**src/rtl/count_game_pkg.sv**
```systemverilog
// Shared types and helpers for the counting-game round controller.
package count_game_pkg;

  localparam int TARGET_W  = 7;
  localparam int MAX_COUNT = 99;

  typedef enum logic [1:0] {
    IDLE = 2'd0,
    RUN  = 2'd1,
    WIN  = 2'd2,
    LOSE = 2'd3
  } state_t;

  // The generator spans 0..127; anything past 99 is folded back into range.
  function automatic logic [TARGET_W-1:0] fold7(input logic [TARGET_W-1:0] r);
    return (r < TARGET_W'(100)) ? r : r - TARGET_W'(100);
  endfunction

endpackage

```
**src/rtl/count_game_ctrl_sec_tick.sv**
```systemverilog
// Seconds divider: emits a one-cycle tick each time the enabled counter wraps.
module sec_tick #(
  parameter int TICKS_PER_SEC = 50_000_000
) (
  input  logic clk,
  input  logic rst_n,
  input  logic en,
  input  logic clr,
  output logic tick
);

  localparam int CW = (TICKS_PER_SEC > 1) ? $clog2(TICKS_PER_SEC) : 1;
  localparam logic [CW-1:0] LAST = CW'(TICKS_PER_SEC - 1);

  logic [CW-1:0] cnt;

  assign tick = en & (cnt == LAST);

  always_ff @(posedge clk or negedge rst_n) begin
    if (!rst_n)                  cnt <= '0;
    else if (clr || !en || tick) cnt <= '0;
    else                         cnt <= cnt + CW'(1);
  end

endmodule

```
**src/rtl/count_game_ctrl.sv**
```systemverilog
// Round controller: captures the target on start release, counts presses
// against a per-second countdown and resolves the round as win or lose.
module count_game_ctrl
  import count_game_pkg::*;
#(
  parameter int TICKS_PER_SEC = 50_000_000,
  parameter int TIME_LIMIT    = 30
) (
  input  logic                clk,
  input  logic                rst_n,
  input  logic                st,
  input  logic [TARGET_W-1:0] rand_val,
  input  logic                btn,
  input  logic                ok,
  output logic [TARGET_W-1:0] target,
  output logic [TARGET_W-1:0] count,
  output logic [TARGET_W-1:0] time_left,
  output logic                busy,
  output logic                win,
  output logic                lose
);

  localparam logic [TARGET_W-1:0] LIMIT = TARGET_W'(TIME_LIMIT);
  localparam logic [TARGET_W-1:0] CMAX  = TARGET_W'(MAX_COUNT);

  state_t              state, state_nx;
  logic [TARGET_W-1:0] target_nx, count_nx, tl_nx;
  logic                st_s1, st_s2, st_d;
  logic                fall, tick;

  // st is asynchronous: two flops of synchronisation, then edge detect.
  always_ff @(posedge clk or negedge rst_n) begin
    if (!rst_n) begin
      st_s1 <= 1'b0;
      st_s2 <= 1'b0;
      st_d  <= 1'b0;
    end else begin
      st_s1 <= st;
      st_s2 <= st_s1;
      st_d  <= st_s2;
    end
  end

  assign fall = st_d & ~st_s2;

  sec_tick #(.TICKS_PER_SEC(TICKS_PER_SEC)) u_sec_tick (
    .clk   (clk),
    .rst_n (rst_n),
    .en    (state == RUN),
    .clr   (fall),
    .tick  (tick)
  );

  always_comb begin
    state_nx  = state;
    target_nx = target;
    count_nx  = count;
    tl_nx     = time_left;
    if (fall) begin
      state_nx  = RUN;
      target_nx = fold7(rand_val);
      count_nx  = '0;
      tl_nx     = LIMIT;
    end else if (state == RUN) begin
      if (tick) tl_nx = time_left - TARGET_W'(1);
      // ok outranks expiry and btn; the compare sees the registered count.
      if (ok)
        state_nx = (count == target) ? WIN : LOSE;
      else if (tick && time_left == TARGET_W'(1))
        state_nx = LOSE;
      else if (btn && count < CMAX)
        count_nx = count + TARGET_W'(1);
    end
  end

  always_ff @(posedge clk or negedge rst_n) begin
    if (!rst_n) begin
      state     <= IDLE;
      target    <= '0;
      count     <= '0;
      time_left <= '0;
      busy      <= 1'b0;
      win       <= 1'b0;
      lose      <= 1'b0;
    end else begin
      state     <= state_nx;
      target    <= target_nx;
      count     <= count_nx;
      time_left <= tl_nx;
      busy      <= (state_nx == RUN);
      win       <= (state_nx == WIN);
      lose      <= (state_nx == LOSE);
    end
  end

endmodule

```
**config.mk**
```make
export PLATFORM = sky130hd
export DESIGN_NAME = count_game_ctrl
export DESIGN_NICKNAME = d
export VERILOG_FILES = /design/src/rtl/count_game_pkg.sv /design/src/rtl/count_game_ctrl_sec_tick.sv /design/src/rtl/count_game_ctrl.sv
export SDC_FILE = /design/constraint.sdc
export NUM_CORES = 1
export LEC_CHECK = 0
export BUFFER_PORTS_ARGS = -buffer_cell sky130_fd_sc_hd__buf_2
export CAP_MARGIN = 30
export CORE_MARGIN = 3
export CORE_UTILIZATION = 57
export CTS_BUF_LIST = sky130_fd_sc_hd__clkbuf_16
export DETAILED_ROUTE_END_ITERATION = 10
export PLACE_DENSITY = 0.85
export REMOVE_ABC_BUFFERS = 1
export SLEW_MARGIN = 20
export SYNTH_ARGS = -nofsm -noshare
export SYNTH_HDL_FRONTEND = slang
export SYNTH_SLANG_ARGS = --single-unit
```
**constraint.sdc**
```tcl
create_clock -name clk -period 2.3 [get_ports clk]
set_input_delay 0.23 -clock clk [delete_from_list [all_inputs] [get_ports clk]]
set_output_delay 0.23 -clock clk [all_outputs]
set_load 0.05 [all_outputs]
```
* Word-level counts from Yosys, hierarchy flattened
Cells that the tools add are included.
** Word-level totals
- Bits in registers :: 55
- Input bits :: 12
- Output and inout bits :: 24
- Word-level logic and storage cells :: 54
** Cells by class
- $add $sub $neg :: 4
- Order comparisons :: 2
- Equal/unequal tests :: 9
- Mux-type cells :: 15
- Bitwise operators :: 3
- Reduce and logical (&&, ||, !) cells :: 10
** Operator list (count)
- 7-bit two-way mux :: 9
- 26-bit by 1-bit adder with 26-bit output, second input constant :: 1
- 26-bit == test, second input constant :: 1
- 26-bit two-way mux :: 1
- 7-bit < comparator, second input constant :: 2
- 2-bit two-way mux :: 4
- 7-bit by 1-bit adder with 7-bit output, second input constant :: 1
- 7-bit by 1-bit == test with 1-bit output, second input constant :: 1
- 7-bit == test :: 1
- 7-bit by 1-bit subtractor with 7-bit output, second input constant :: 1
- 7-bit subtractor, second input constant :: 1
- 2-bit nonzero test :: 3
- 2-bit by 1-bit == test with 1-bit output, second input constant :: 2
- 2-bit == test, second input constant :: 2
- 2-bit by 1-bit != test with 1-bit output, second input constant :: 2
- 4-bit AND reduction :: 1
- 1-bit bitwise AND :: 2
- 1-bit logical AND :: 2
- 1-bit logical OR :: 2
- 2-bit AND reduction :: 1
- 1-bit zero test :: 1
- 1-bit two-way mux :: 1
- 1-bit NOT :: 1

* Logic depth before layout (Yosys ltp)
- Word-level depth :: 8
- Mapped depth :: 8
- Depth with buffers taken out :: 7

* By module
Synthesis repeated with hierarchy kept, for this count alone.
** Second synthesis, totals
- Cells, all modules :: 297
- Area, all modules :: 2821.5 um^2
** By module, submodules not included
- count_game_ctrl :: times used 1, cells each 154, area an instance 1471.4 um^2, sequential area each 725.7 um^2
- sec_tick :: times used 1, cells each 143, area an instance 1350.0 um^2, sequential area each 650.6 um^2

* Worst setup path after synthesis
OpenSTA, ideal clock, no wires.
- Path type :: flip-flop to flip-flop
- Start point :: register count[1]
- End point :: register count[4]
- Setup time :: 0.078 ns
- Data arrival time :: 2.174 ns
- Data required time :: 2.222 ns
- Slack :: 0.047 ns
- Cell stages (with the launch flop) :: 6
- Path buffers :: 0
- Clock period less this slack :: 2.253 ns
- Path through :: dfrtp_1 > a2111oi_2 > o211ai_1 > or3b_4 > or4_1 > a21oi_1
** On the way
- Cells in the longest elaborated chain, start to end :: 6
- Elaborated cells on any way between the ends :: 10
- Those cells by class :: add/sub (1); order compare (1); mux (5); reduce/logical (3)
** RTL lines
- start, declared :: RTL line count_game_ctrl.sv:16 : output logic [TARGET_W-1:0] count,
- start signal, assigned :: RTL line count_game_ctrl.sv:88 : count <= count_nx;
- 7-bit by 1-bit adder with 7-bit output :: RTL line count_game_ctrl.sv:72 : count_nx = count + TARGET_W'(1);
- 7-bit two-way mux :: RTL line count_game_ctrl.sv:71 : else if (btn && count < CMAX)
- 7-bit two-way mux :: RTL line count_game_ctrl.sv:69 : else if (tick && time_left == TARGET_W'(1))
- 7-bit two-way mux :: RTL line count_game_ctrl.sv:67 : if (ok)
- 7-bit two-way mux :: RTL line count_game_ctrl.sv:64 : end else if (state == RUN) begin
- 7-bit two-way mux :: RTL line count_game_ctrl.sv:59 : if (fall) begin
Parallel ways exist; a longest one is shown, timed or not. The select of a mux whose other input is x is not followed.
A chain may end at the register's enable or synchronous reset.

* Worst setup path after layout
- Start point :: register count[2]
- End point :: register count[4]
The elaborated chain is that of the path after synthesis.

==> results.md <==
* CP Class: flop to flop
* Switching share of total power at 26.6%
* Final Skew at 0.00418 ns
* Peak VDD IR at 0.567 mV
* Share of layout cells above drive strength 1 at 19.1%
* Clk_lat worst skew at 0.29 ns
* Site Rows at 24
* GPL Wtd Cong at 0.859
* Reg2reg end: count[4]$_DFFE_PN0P_
* Startpoint types: flop
* Flop pwr share at 47.4%
* Kind of end point of the critical path: flop
* Number of global-route vias before repair at 2107
* CP Max Fanout at 8
* WHS Endpoint: st_s1$_DFF_PN0_
* Crit-path max cell delay at 0.50 ns
* Comb power frac at 13.1%
* Outcome: finished, final reports clean
* CP max-delay cell: or4_1
* Period utilization at 95.2%
* Via count at 2258
* GR Overflow Total at 0
* Core ar. at 0.00453 mm2
* Die area at 0.00574 mm2
* RSZ-0062 raised after global routing: no
* First-pass detailed-route iteration total at 4
* Cells on worst reg2reg path at 5
* Critical path, cell by cell: a2111oi_2 > o211ai_1 > or3b_4 > or4_1 > a21oi_1
* Maximum buffer depth of the clock tree at 2
* R2r startpoint: count[2]$_DFFE_PN0P_
* Fmax at 457 MHz
* WL final at 5960 um
* Largest net degree at the start of global routing at 31
* Critical path's top delay family: simple AND/OR/NAND/NOR gates
* First-pass GRT wire length at 9740 um
* Ports at 36
* # DRC at 0
* Number of enable flip-flop cells after synthesis at 0
* H-tree depth at 2
* Clock buffer count from CTS at 5
* Max-cap violations at 0
* Reg clk slew, reported paths at 0.07 ns
* Port Buffer Count at 35
* Routed Antenna Nets at 0
* Reg-to-reg setup timing slack at 0.11 ns
* DIE WIDTH at 75.8 um
* Seq. cell area at 0.00138 mm2
* Final worst slack at 0.111 ns
* Fin crit period at 2.19 ns
* CTS tree: yes
* Worst endpoint required time at 2.52 ns
* Via-to-Cell Ratio at 5.73
* Data arrival, critical path at 2.41 ns
* Synth unique cells at 44
* Pint at 1600 uW
* Slew @ Worst Pin at 0.669 ns
* Post-Synthesis Cells at 285
* Power Density at 670 mW/mm2
* Filler instances at 322
* Main synth FF type: dfrtp_1
* Pre-CTS setup slack at 0.139 ns
* Final Util at 71.8%
* Cell area after synthesis at 0.00278 mm2
* Final #Nets at 345
* Detail Placement HPWL at 4220 um
* Sw Pwr at 580 uW
* Post-synth top area share at 49.6%
* Area Overhead vs Synth at 17.4%
* CP bufs+invs at 0
* # diodes at 0
* Die H at 75.8 um
* Final-report setup violation count at 0
* Initial antenna violation count at 0
* Setup TNS at 0 ns
* Max Slew Vio Count at 0
* Hold Path Class: input port to flop
* Synth Register Bits at 55
* Worst hold start: st
* Syn Area/Cell at 9.74 um2
* CTS Sinks at 55
* Clk root buf: clkbuf_16
* Relative slew slack at 54.8%
* WL per Instance at 15.1 um
* Clock share of power at 39.6%
* Ys async rst share at 100%
* Hold Path Depth at 1
* Synth area leaders: dfrtp_1, xor2_1, nor2_1
* Area leader, netlist: dfrtp_1
* Yosys synthesis warning count at 0
* Initial DRC Count at 190
* Multi-input logic area at 0.00133 mm2
* Starting density of the core at 61.2%
* Sequential area share after synthesis at 49.6%
* Total track usage at 22.6%
* P_leak at 0.00146 uW
* Fin. Hold Viols at 0
## state kept, by name (all words and copies together) (netlist names)
register	count
target	7
count	7
st_s2	1
st_s1	1
st_d	1
busy	1
time_left	7
lose	1
state	2
win	1
u_sec_tick.cnt	26
## Yosys cell counts, drive strengths merged (2+ instances only)
master,instances
a21oi,10
and3,6
and4,3
buf,4
clkbuf,5
dfrtp,55
ha,5
inv,8
nand2,28
nand3,20
nand4,10
nor2,40
nor2b,2
nor3,6
nor3b,2
nor4,3
o211ai,2
o21ai,7
o31ai,4
o41ai,3
or2,3
or3,4
or4,7
or4b,2
xnor2,11
xor2,23
## how the worst max path moves through the flow
stage | startpoint | to | slack (ns) | depth (start not counted)
4_1_cts | count[2]$_DFFE_PN0P_ | count[4]$_DFFE_PN0P_ | 0.09 | 5
6_report | count[2]$_DFFE_PN0P_ | count[4]$_DFFE_PN0P_ | 0.11 | 5
2_1_floorplan | count[1]$_DFFE_PN0P_ | count[4]$_DFFE_PN0P_ | 0.05 | 5
5_1_grt | u_sec_tick.cnt[11]$_DFF_PN0_ | time_left[5]$_DFFE_PN0P_ | 0.02 | 5
3_3_place_gp | state[1]$_DFF_PN0_ | time_left[5]$_DFFE_PN0P_ | 0.25 | 5
3_5_place_dp | count[2]$_DFFE_PN0P_ | count[4]$_DFFE_PN0P_ | 0.14 | 5
## placed cells by master, fill, tap and decap left out, types with 3 or more instances in the layout
cell type,n
clkbuf_16,5
buf_2,35
nand4_1,10
xor2_1,23
a21oi_1,10
ha_1,5
o21ai_0,5
and3_1,6
nor3_1,5
o41ai_1,3
o31ai_1,4
nor2_1,40
inv_1,8
nand2_1,28
or4_1,6
dfrtp_1,54
nand3_1,19
and4_1,3
buf_4,8
or3_1,4
xnor2_1,11
## power by group through the flow
| stage | clock network (uW) | registers, uW | logic (uW) |
|---|---|---|---|
| after floorplan | 0 | 1140 | 86.4 |
| after global placement | 0 | 1050 | 281 |
| after detailed placement | 0 | 1050 | 286 |
| after CTS | 875 | 1030 | 289 |
| after global routing | 930 | 1040 | 309 |
| final | 864 | 1030 | 286 |
## timing repair
action | 4_1_cts | 5_1_grt
buffers inserted | 0 | 0
endpoints found under the hold margin | 25 | 0
hold buffers | 1 | 0
endpoints found under the setup margin | 0 | 1
gates resized for setup | 0 | 1
## logic make-up after synthesis
logic type | count (synthesis) | synth area share [%]
simple gates | 141 | 27.1
flops | 55 | 49.6
xor+xnor | 34 | 10.7
compound gates | 31 | 7.26
buf+inv | 18 | 2.66
fa+ha+maj | 5 | 2.25
mux | 1 | 0.406
## metrics by stage
stage | area, um2 | power (uW) | hold WS, ns | instances
detailed placement | 3070 | 1340 | 0.265 | 385
CTS | 3260 | 2200 | 0.0339 | 394
global route | 3260 | 2280 | 0.0368 | 394
finish | 3260 | 2180 | 0.0368 | 394
global placement | 3070 | 1330 | 0.269 | 385
floorplan | 2740 | 1230 | -0.0656 | 276
## per-layer routing
metal	wire length [um]	vias to the layer above	track usage (%)
met5	0	-	0
met4	97	0	8.35
met3	334	10	5.15
met2	2980	67	35.6
met1	2550	1093	30.5
li1	-	1088	-
## layout make-up
cell class / instances / share of cell area [%]
well taps: 65 / 2.50
inverters: 9 / 1.08
clock buffers: 5 / 3.84
repair buffers: 45 / 8.14
clock inverters: 3 / 1.46
multi-input cells: 212 / 40.7
flip-flops and latches: 55 / 42.3
Power figures use the tool's default switching activity.
